<file path="src/rtl/clk_period_meter.sv">
// clk_period_meter: measures the period and high time of sig_in in clk cycles
// and reports lock once successive periods agree within TOL.
// Optional macro PERIOD_METER_SYNC_EN selects a two-flop input synchronizer;
// when undefined, sig_in is registered once and must be synchronous to clk.
module clk_period_meter #(
    parameter int CNT_W      = 16,
    parameter int TIMEOUT    = 65535,
    parameter int LOCK_COUNT = 4,
    parameter int TOL        = 0
) (
    input  logic             clk,
    input  logic             rst,
    input  logic             sig_in,
    output logic [CNT_W-1:0] period,
    output logic [CNT_W-1:0] high_time,
    output logic             meas_valid,
    output logic             locked,
    output logic             timeout
);

    typedef enum logic {
        IDLE,
        MEASURE
    } state_t;

    localparam logic [CNT_W-1:0] TIMEOUT_C = CNT_W'(TIMEOUT);
    localparam logic [CNT_W-1:0] TOL_C     = CNT_W'(TOL);
    localparam logic [3:0]       LOCK_C    = 4'(LOCK_COUNT);

    state_t           state_q, state_d;
    logic [CNT_W-1:0] per_cnt_q, per_cnt_d;
    logic [CNT_W-1:0] hi_cnt_q, hi_cnt_d;
    logic [CNT_W-1:0] period_q, period_d;
    logic [CNT_W-1:0] high_q, high_d;
    logic [3:0]       match_q, match_d;
    logic             mv_q, mv_d;
    logic             to_q, to_d;
    logic             prev_q, prev_d;
    logic             sig_s;
    logic             sig_d_q;
    logic             rise;
    logic [CNT_W-1:0] diff;

`ifdef PERIOD_METER_SYNC_EN
    logic [1:0] sync_q;

    // Two-flop synchronizer for an asynchronous sig_in.
    always_ff @(posedge clk) begin
        if (!rst) begin
            sync_q <= '0;
        end else begin
            sync_q <= {sync_q[0], sig_in};
        end
    end

    assign sig_s = sync_q[1];
`else
    logic sync_q;

    // Single input register for a clk-synchronous sig_in.
    always_ff @(posedge clk) begin
        if (!rst) begin
            sync_q <= 1'b0;
        end else begin
            sync_q <= sig_in;
        end
    end

    assign sig_s = sync_q;
`endif

    // Delayed copy of the conditioned input for rising-edge detection.
    always_ff @(posedge clk) begin
        if (!rst) begin
            sig_d_q <= 1'b0;
        end else begin
            sig_d_q <= sig_s;
        end
    end

    assign rise = sig_s & ~sig_d_q;

    // Unsigned distance between the running count and the last reported period.
    always_comb begin
        diff = (per_cnt_q >= period_q) ? (per_cnt_q - period_q) : (period_q - per_cnt_q);
    end

    // Next-state logic: arm on the first edge, report on each later edge, abort on timeout.
    always_comb begin
        state_d   = state_q;
        per_cnt_d = per_cnt_q;
        hi_cnt_d  = hi_cnt_q;
        period_d  = period_q;
        high_d    = high_q;
        match_d   = match_q;
        mv_d      = 1'b0;
        to_d      = to_q;
        prev_d    = prev_q;
        case (state_q)
            IDLE: begin
                if (rise) begin
                    state_d   = MEASURE;
                    per_cnt_d = CNT_W'(1);
                    hi_cnt_d  = CNT_W'(1);
                    to_d      = 1'b0;
                    match_d   = '0;
                    prev_d    = 1'b0;
                end
            end
            MEASURE: begin
                if (rise) begin
                    period_d  = per_cnt_q;
                    high_d    = hi_cnt_q;
                    mv_d      = 1'b1;
                    per_cnt_d = CNT_W'(1);
                    hi_cnt_d  = CNT_W'(1);
                    prev_d    = 1'b1;
                    if (prev_q && (diff <= TOL_C)) begin
                        if (match_q < LOCK_C) begin
                            match_d = match_q + 4'd1;
                        end
                    end else begin
                        match_d = '0;
                    end
                end else if (per_cnt_q == TIMEOUT_C) begin
                    state_d = IDLE;
                    to_d    = 1'b1;
                    match_d = '0;
                    prev_d  = 1'b0;
                end else begin
                    per_cnt_d = per_cnt_q + CNT_W'(1);
                    if (sig_s) begin
                        hi_cnt_d = hi_cnt_q + CNT_W'(1);
                    end
                end
            end
            default: begin
                state_d = IDLE;
            end
        endcase
    end

    // State and measurement registers with synchronous active-low reset.
    always_ff @(posedge clk) begin
        if (!rst) begin
            state_q   <= IDLE;
            per_cnt_q <= '0;
            hi_cnt_q  <= '0;
            period_q  <= '0;
            high_q    <= '0;
            match_q   <= '0;
            mv_q      <= 1'b0;
            to_q      <= 1'b0;
            prev_q    <= 1'b0;
        end else begin
            state_q   <= state_d;
            per_cnt_q <= per_cnt_d;
            hi_cnt_q  <= hi_cnt_d;
            period_q  <= period_d;
            high_q    <= high_d;
            match_q   <= match_d;
            mv_q      <= mv_d;
            to_q      <= to_d;
            prev_q    <= prev_d;
        end
    end

    assign period     = period_q;
    assign high_time  = high_q;
    assign meas_valid = mv_q;
    assign locked     = (match_q == LOCK_C);
    assign timeout    = to_q;

endmodule

</file>
<file path="config.mk">
export PLATFORM = sky130hd
export DESIGN_NAME = clk_period_meter
export DESIGN_NICKNAME = d
export VERILOG_FILES = /design/src/rtl/clk_period_meter.sv
export SDC_FILE = /design/constraint.sdc
export NUM_CORES = 1
export LEC_CHECK = 0
export CAP_MARGIN = 10
export CORE_AREA = 3 3 132 134
export CTS_CLUSTER_SIZE = 28
export DETAILED_ROUTE_END_ITERATION = 12
export DIE_AREA = 0 0 135 137
export MAX_ROUTING_LAYER = met4
export PLACE_DENSITY = 0.47
export SYNTH_ARGS = -nofsm -noshare
export SYNTH_HDL_FRONTEND = slang
export SYNTH_SLANG_ARGS = --single-unit
</file>
<file path="constraint.sdc">
create_clock -name clk -period 3.9 [get_ports clk]
set_input_delay 0.78 -clock clk [delete_from_list [all_inputs] [get_ports clk]]
set_output_delay 0.78 -clock clk [all_outputs]
set_load 0.005 [all_outputs]
</file>
[After elaboration in Yosys (flattened, before gate mapping)]
Index checks and enable logic that the tools add are counted.
Storage, ports and cells
  flip-flop bits (word level): 74
  logic and storage cells: 65
  bits of input ports: 3
  output and inout port bits: 35
Cells by class
  equal/unequal tests: 9
  add/subtract/negate cells: 5
  magnitude comparators: 3
  reduce and logical (&&, ||, !) cells: 8
  bitwise gates (word level): 3
  multiplexer cells: 26
Operators by type and width (number)
  two-way mux 16 bit: 7
  one-hot mux 16 bit (2 select lines): 2
  adder 16 x 1 -> 16 bit, second input constant: 2
  subtractor 16 bit: 2
  two-way mux 4 bit: 5
  equality test 16 bit, second input constant: 1
  greater-or-equal comparator 16 bit: 1
  less-or-equal comparator 16 x 1 -> 1 bit, second input constant: 1
  AND reduction 3 bit: 3
  two-way mux 1 bit: 8
  one-hot mux 4 bit (2 select lines): 1
  AND reduction 2 bit: 4
  inequality test 3 x 1 -> 1 bit, second input constant: 2
  one-hot mux 1 bit (2 select lines): 3
  adder 4 x 1 -> 4 bit, second input constant: 1
  equality test 4 x 3 -> 1 bit, second input constant: 1
  < comparator 4 x 3 -> 1 bit, second input constant: 1
  inequality test 2 bit, second input constant: 2
  inequality test 4 x 3 -> 1 bit, second input constant: 1
  inequality test 3 bit, second input constant: 1
  inequality test 2 x 1 -> 1 bit, second input constant: 1
  NOT 1 bit: 2
  bitwise AND 1 bit: 1
  logical AND 1 bit: 1

[Logic depth before layout (Yosys ltp)]
  depth in word-level cells: 7
  mapped depth: 12
  gate-level depth less buffers: 11

[Least setup slack after synthesis]
OpenSTA, ideal clock, no wires.
  path kind: register to register
  start: register period_q[3], in the netlist period[3]
  end: register match_q[1]
  period minus slack after synthesis: 2.879 ns
  cell stages (with the launch flop): 13
  data required time: 3.830 ns
  setup time: 0.070 ns
  arrival: 2.809 ns
  setup slack: 1.021 ns
  cells stage by stage: dfxtp_1 inv_1 ha_1 buf_6 and3_4 o21ai_2 a311oi_1 o21a_1 or3_2 a211o_1 a221oi_2 a32oi_1 a21boi_1
On the way
  cells in the longest elaborated chain, start to end: 7
  elaborated cells between the ends (all ways): 11
  those cells by class: add/sub: 2; order compare: 2; eq/ne: 1; mux: 4; reduce/logical: 2
RTL lines
  start, declared: RTL line 33  | logic [CNT_W-1:0] period_q, period_d;
  start signal, assigned: RTL line 159  | period_q <= period_d;
  subtractor 16 bit / greater-or-equal comparator 16 bit (equally long branches): RTL line 85  | diff = (per_cnt_q >= period_q) ? (per_cnt_q - period_q) : (period_q - per_cnt_q);
  two-way mux 16 bit (*): RTL line 85
  less-or-equal comparator 16 x 1 -> 1 bit (*): RTL line 118  | if (prev_q && (diff <= TOL_C)) begin
  logical AND 1 bit (*): RTL line 118
  two-way mux 4 bit: RTL line 118
  two-way mux 4 bit: RTL line 111  | if (rise) begin
  one-hot mux 4 bit (2 select lines): RTL line 99  | case (state_q)
  end signal, assigned: RTL line 161  | match_q <= match_d;
  end, declared: RTL line 35  | logic [3:0] match_q, match_d;
Every way passes the cells marked *; elsewhere a longest branch is shown, timed or not.
A chain may end at the register's enable or synchronous reset.

[Worst setup path in the final report]
  start: register period_q[11], in the netlist period[11]
  end: register match_q[1]
The elaborated chain is that of the path after synthesis.

==> results.toml <==
[critical_path]
startpoint_type = "flop"
crit_arrival_ps = 3730
r2r-end = "match_q[1]$_SDFFE_PN0P_"
reg2reg_setup_slack_ps = 430
critPathKind = "reg -> reg"
cp_slowest_cell = "a221oi_2"
critPathMaxStageDelay_ps = 500
end_kind = "flop"
crit_required_ps = 4160
crit_end = "match_q[1]$_SDFFE_PN0P_"
cp-startpoint = "period[11]$_SDFFE_PN0P_"
r2r.worst_path.cells = 11
crit_path_cell_trace = "inv_1 > ha_1 > a21oi_1 > o21ai_0 > nor2_1 > a2111oi_4 > nor2_1 > o2111ai_1 > a221oi_2 > a32oi_1 > a21boi_1"
critPathMaxFanout = 13
rr_startpoint = "period[11]$_SDFFE_PN0P_"
cp_common_cell = "nor2_1"

[synthesis]
synth-adder-area-share = 0.09030
syn_nets = 659
synthCells = 621
synth_area_sq_um = 4850
ys_ff_latch = 74
synth-xor-area-share = 0.05573
synth_top_family_by_area = "simple AND/OR/NAND/NOR gates"
yosysSeqAreaShare = 0.3055
synth_area_leaders = "dfxtp_1, ha_1, nand2_1"
synth_top_cell_by_area = "dfxtp_1"
synthFlopType = "dfxtp_1"
synth_enable_flop_cells = 0
async_reset_ff_frac = 0
yosysMostFrequentCell = "nand2_1"
synth-compound-area-share = 0.2278
synth_top_area_share = 0.3055
synth_warnings = 0
yosys-top-cells-count = "nand2_1, dfxtp_1, nor2_1, inv_1, a21oi_1"
synthMuxAreaShare = 0.004386
syn_avg_cell_area_sq_um = 7.809
ys_types = 74
synthSimpleGateAreaFrac = 0.2521

[power_and_ir_drop]
power_density_nw_per_um2 = 303.5
power_leakage_nw = 2.096
ir_worst_vdd_v = 0.0001615

[timing]
slew_violations = 0
rsz0062_at_grt = "no"
worstMarginPinSlew_ps = 636.0
slew_headroom = 0.5735
hold_viol = 0
finClkSkew_ps = 8.152
fin_tns_setup_ps = 0
setup_violations = 0
fmaxAchievable_ghz = 0.2885
period_needed_ps = 3466
post-route-period-util = 0.8887

[job]
maxCapViolations = 0

[cts]
insertion_delay_ps = 330
cts_sinks = 74
cts_root_buffer = "clkbuf_16"
hold_buffers = 0
post_cts_buffers = 0
h-tree-depth = 3
cts_made_buffers = 9
clk_pin_slew_worst_paths_ps = 60
cts_tree = "yes"
clockBufferDepth = 2
ctsResizeCount = 0

[detailed_routing]
drc = 0
detailroute.via_count = 4359
postRouteAntennaNets = 0
drt-total-wl_um = 13670
wl_per_cell_um = 15.65
via_per_inst = 4.993
drt_iter0_drc = 274
first_pass_iters = 5

[layout]
final_util = 0.3462
nets = 686
layout-drive-gt1-share = 0.06738
syn2layout_area_growth_pct = 17.13
antennaDiodeCount = 0

[global_route]
overflow = 0
grt_pass1_vias = 4155
track_usage = 0.1582
grt_pass1_wl_um = 22540
grt_max_degree = 49
antenna_found_initial = 0

[floorplanning]
die_x_um = 135
die_y_um = 137
row_count = 47
initial_core_util = 0.2956
core_area_sq_um = 16410
io_pins = 38
die-area_sq_um = 18500

[status]
status = "finished clean"

[placement]
dp_hpwl_um = 10480
port_buffers = 37
gp_congestion = 0.9077

[hold_path]
hold_path_class = "reg -> reg"
[where the power goes]
part / leakage, nW / internal, W / switching, W
Clock: 0.142 / 0.000500 / 0.000338
Sequential: 0.597 / 0.000760 / 0.00000519
Combinational: 1.36 / 0.0000484 / 0.0000722
Total: 2.10 / 0.00131 / 0.000416
[worst max-delay path, delay by kind of cell (launching register included)]
kind	cells	cell delay [ps]
DFF	1	380
buffers and inverters	1	60
adders and majority gates	1	460
AOI/OAI and AO/OA	7	1800
and+or+nand+nor	2	710
[layer usage]
metal / track usage / vias up / part of all wire
li1: - / 2222 / -
met3: 0.01728 / 11 / 0.034
met1: 0.2182 / 2047 / 0.51
met2: 0.2462 / 79 / 0.44
met4: 0.04647 / 0 / 0.014
met5: - / - / 0
[worst min path at each step]
stage | slack (ps) | from | end | depth (start not counted)
global route | 490 | high_time[7]$_SDFFE_PN0P_ | high_time[7]$_SDFFE_PN0P_ | 2
CTS | 460 | high_time[7]$_SDFFE_PN0P_ | high_time[7]$_SDFFE_PN0P_ | 2
global placement | 440 | match_q[3]$_SDFFE_PN0P_ | match_q[3]$_SDFFE_PN0P_ | 2
floorplan | 430 | match_q[3]$_SDFFE_PN0P_ | match_q[3]$_SDFFE_PN0P_ | 2
detailed placement | 460 | high_time[7]$_SDFFE_PN0P_ | high_time[7]$_SDFFE_PN0P_ | 2
finish | 460 | high_time[7]$_SDFFE_PN0P_ | high_time[7]$_SDFFE_PN0P_ | 2
[sequential cells by signal, summed over array words and instances (netlist names)]
name,count
sig_s,1
state_q,1
hi_cnt_q,16
period,16
meas_valid,1
sig_d_q,1
prev_q,1
per_cnt_q,16
high_time,16
timeout,1
match_q,4
[placed cells by master (no fill, tap or decap), types with 3 or more instances in the layout]
| cell | netlist | final |
|---|---|---|
| nor2_1 | 49 | 49 |
| a211oi_1 | 5 | 5 |
| a21boi_0 | 34 | 34 |
| and3_1 | 7 | 7 |
| nand3_1 | 17 | 17 |
| or3_1 | 9 | 9 |
| o21ai_0 | 25 | 25 |
| nand3b_1 | 3 | 3 |
| o211ai_1 | 5 | 5 |
| clkbuf_16 | 0 | 9 |
| a31oi_1 | 3 | 3 |
| or4_1 | 3 | 3 |
| nor3_1 | 13 | 13 |
| a21o_1 | 9 | 9 |
| o2111ai_1 | 4 | 4 |
| xor2_1 | 10 | 10 |
| dfxtp_1 | 74 | 74 |
| clkdlybuf4s50_1 | 0 | 37 |
| ha_1 | 35 | 35 |
| inv_1 | 40 | 40 |
| nand4_1 | 13 | 13 |
| o21a_1 | 3 | 3 |
| nor2b_1 | 5 | 5 |
| nand2_1 | 107 | 107 |
| buf_4 | 3 | 6 |
| a21oi_1 | 38 | 38 |
| and2_1 | 9 | 9 |
| xnor2_1 | 19 | 19 |
[area by class of cell]
| class | instances | area [sq um] |
|---|---|---|
| Sequential cell | 74 | 1481 |
| Multi-Input combinational cell | 480 | 3057 |
| Tap cell | 220 | 275.3 |
| Fill cell | 1751 | 10730 |
| Clock buffer | 9 | 225.2 |
| Inverter | 40 | 150.1 |
| Clock inverter | 7 | 76.32 |
| Timing Repair Buffer | 43 | 415.4 |
[per-stage QoR]
stage                     instance area (sq um)  std cells  total power [W]  hold WS [ps]  setup WS, ps
after detailed placement                   5379        857        0.0009028         455.8         454.9
after floorplan                            4850        621        0.0008676         431.8          1021
after CTS                                  5680        873         0.001753         464.8         458.2
after global placement                     5379        857        0.0009038         444.4         520.7
after global routing                       5680        873         0.001799         487.4         113.3
final                                      5680        873         0.001724         460.6         434.1
[logic make-up after synthesis]
group,Yosys count
simple gates,256
compound gates,157
flops,74
buf+inv,67
fa+ha+maj,35
xor+xnor,30
mux,2
(Power assumes the default switching activity.)
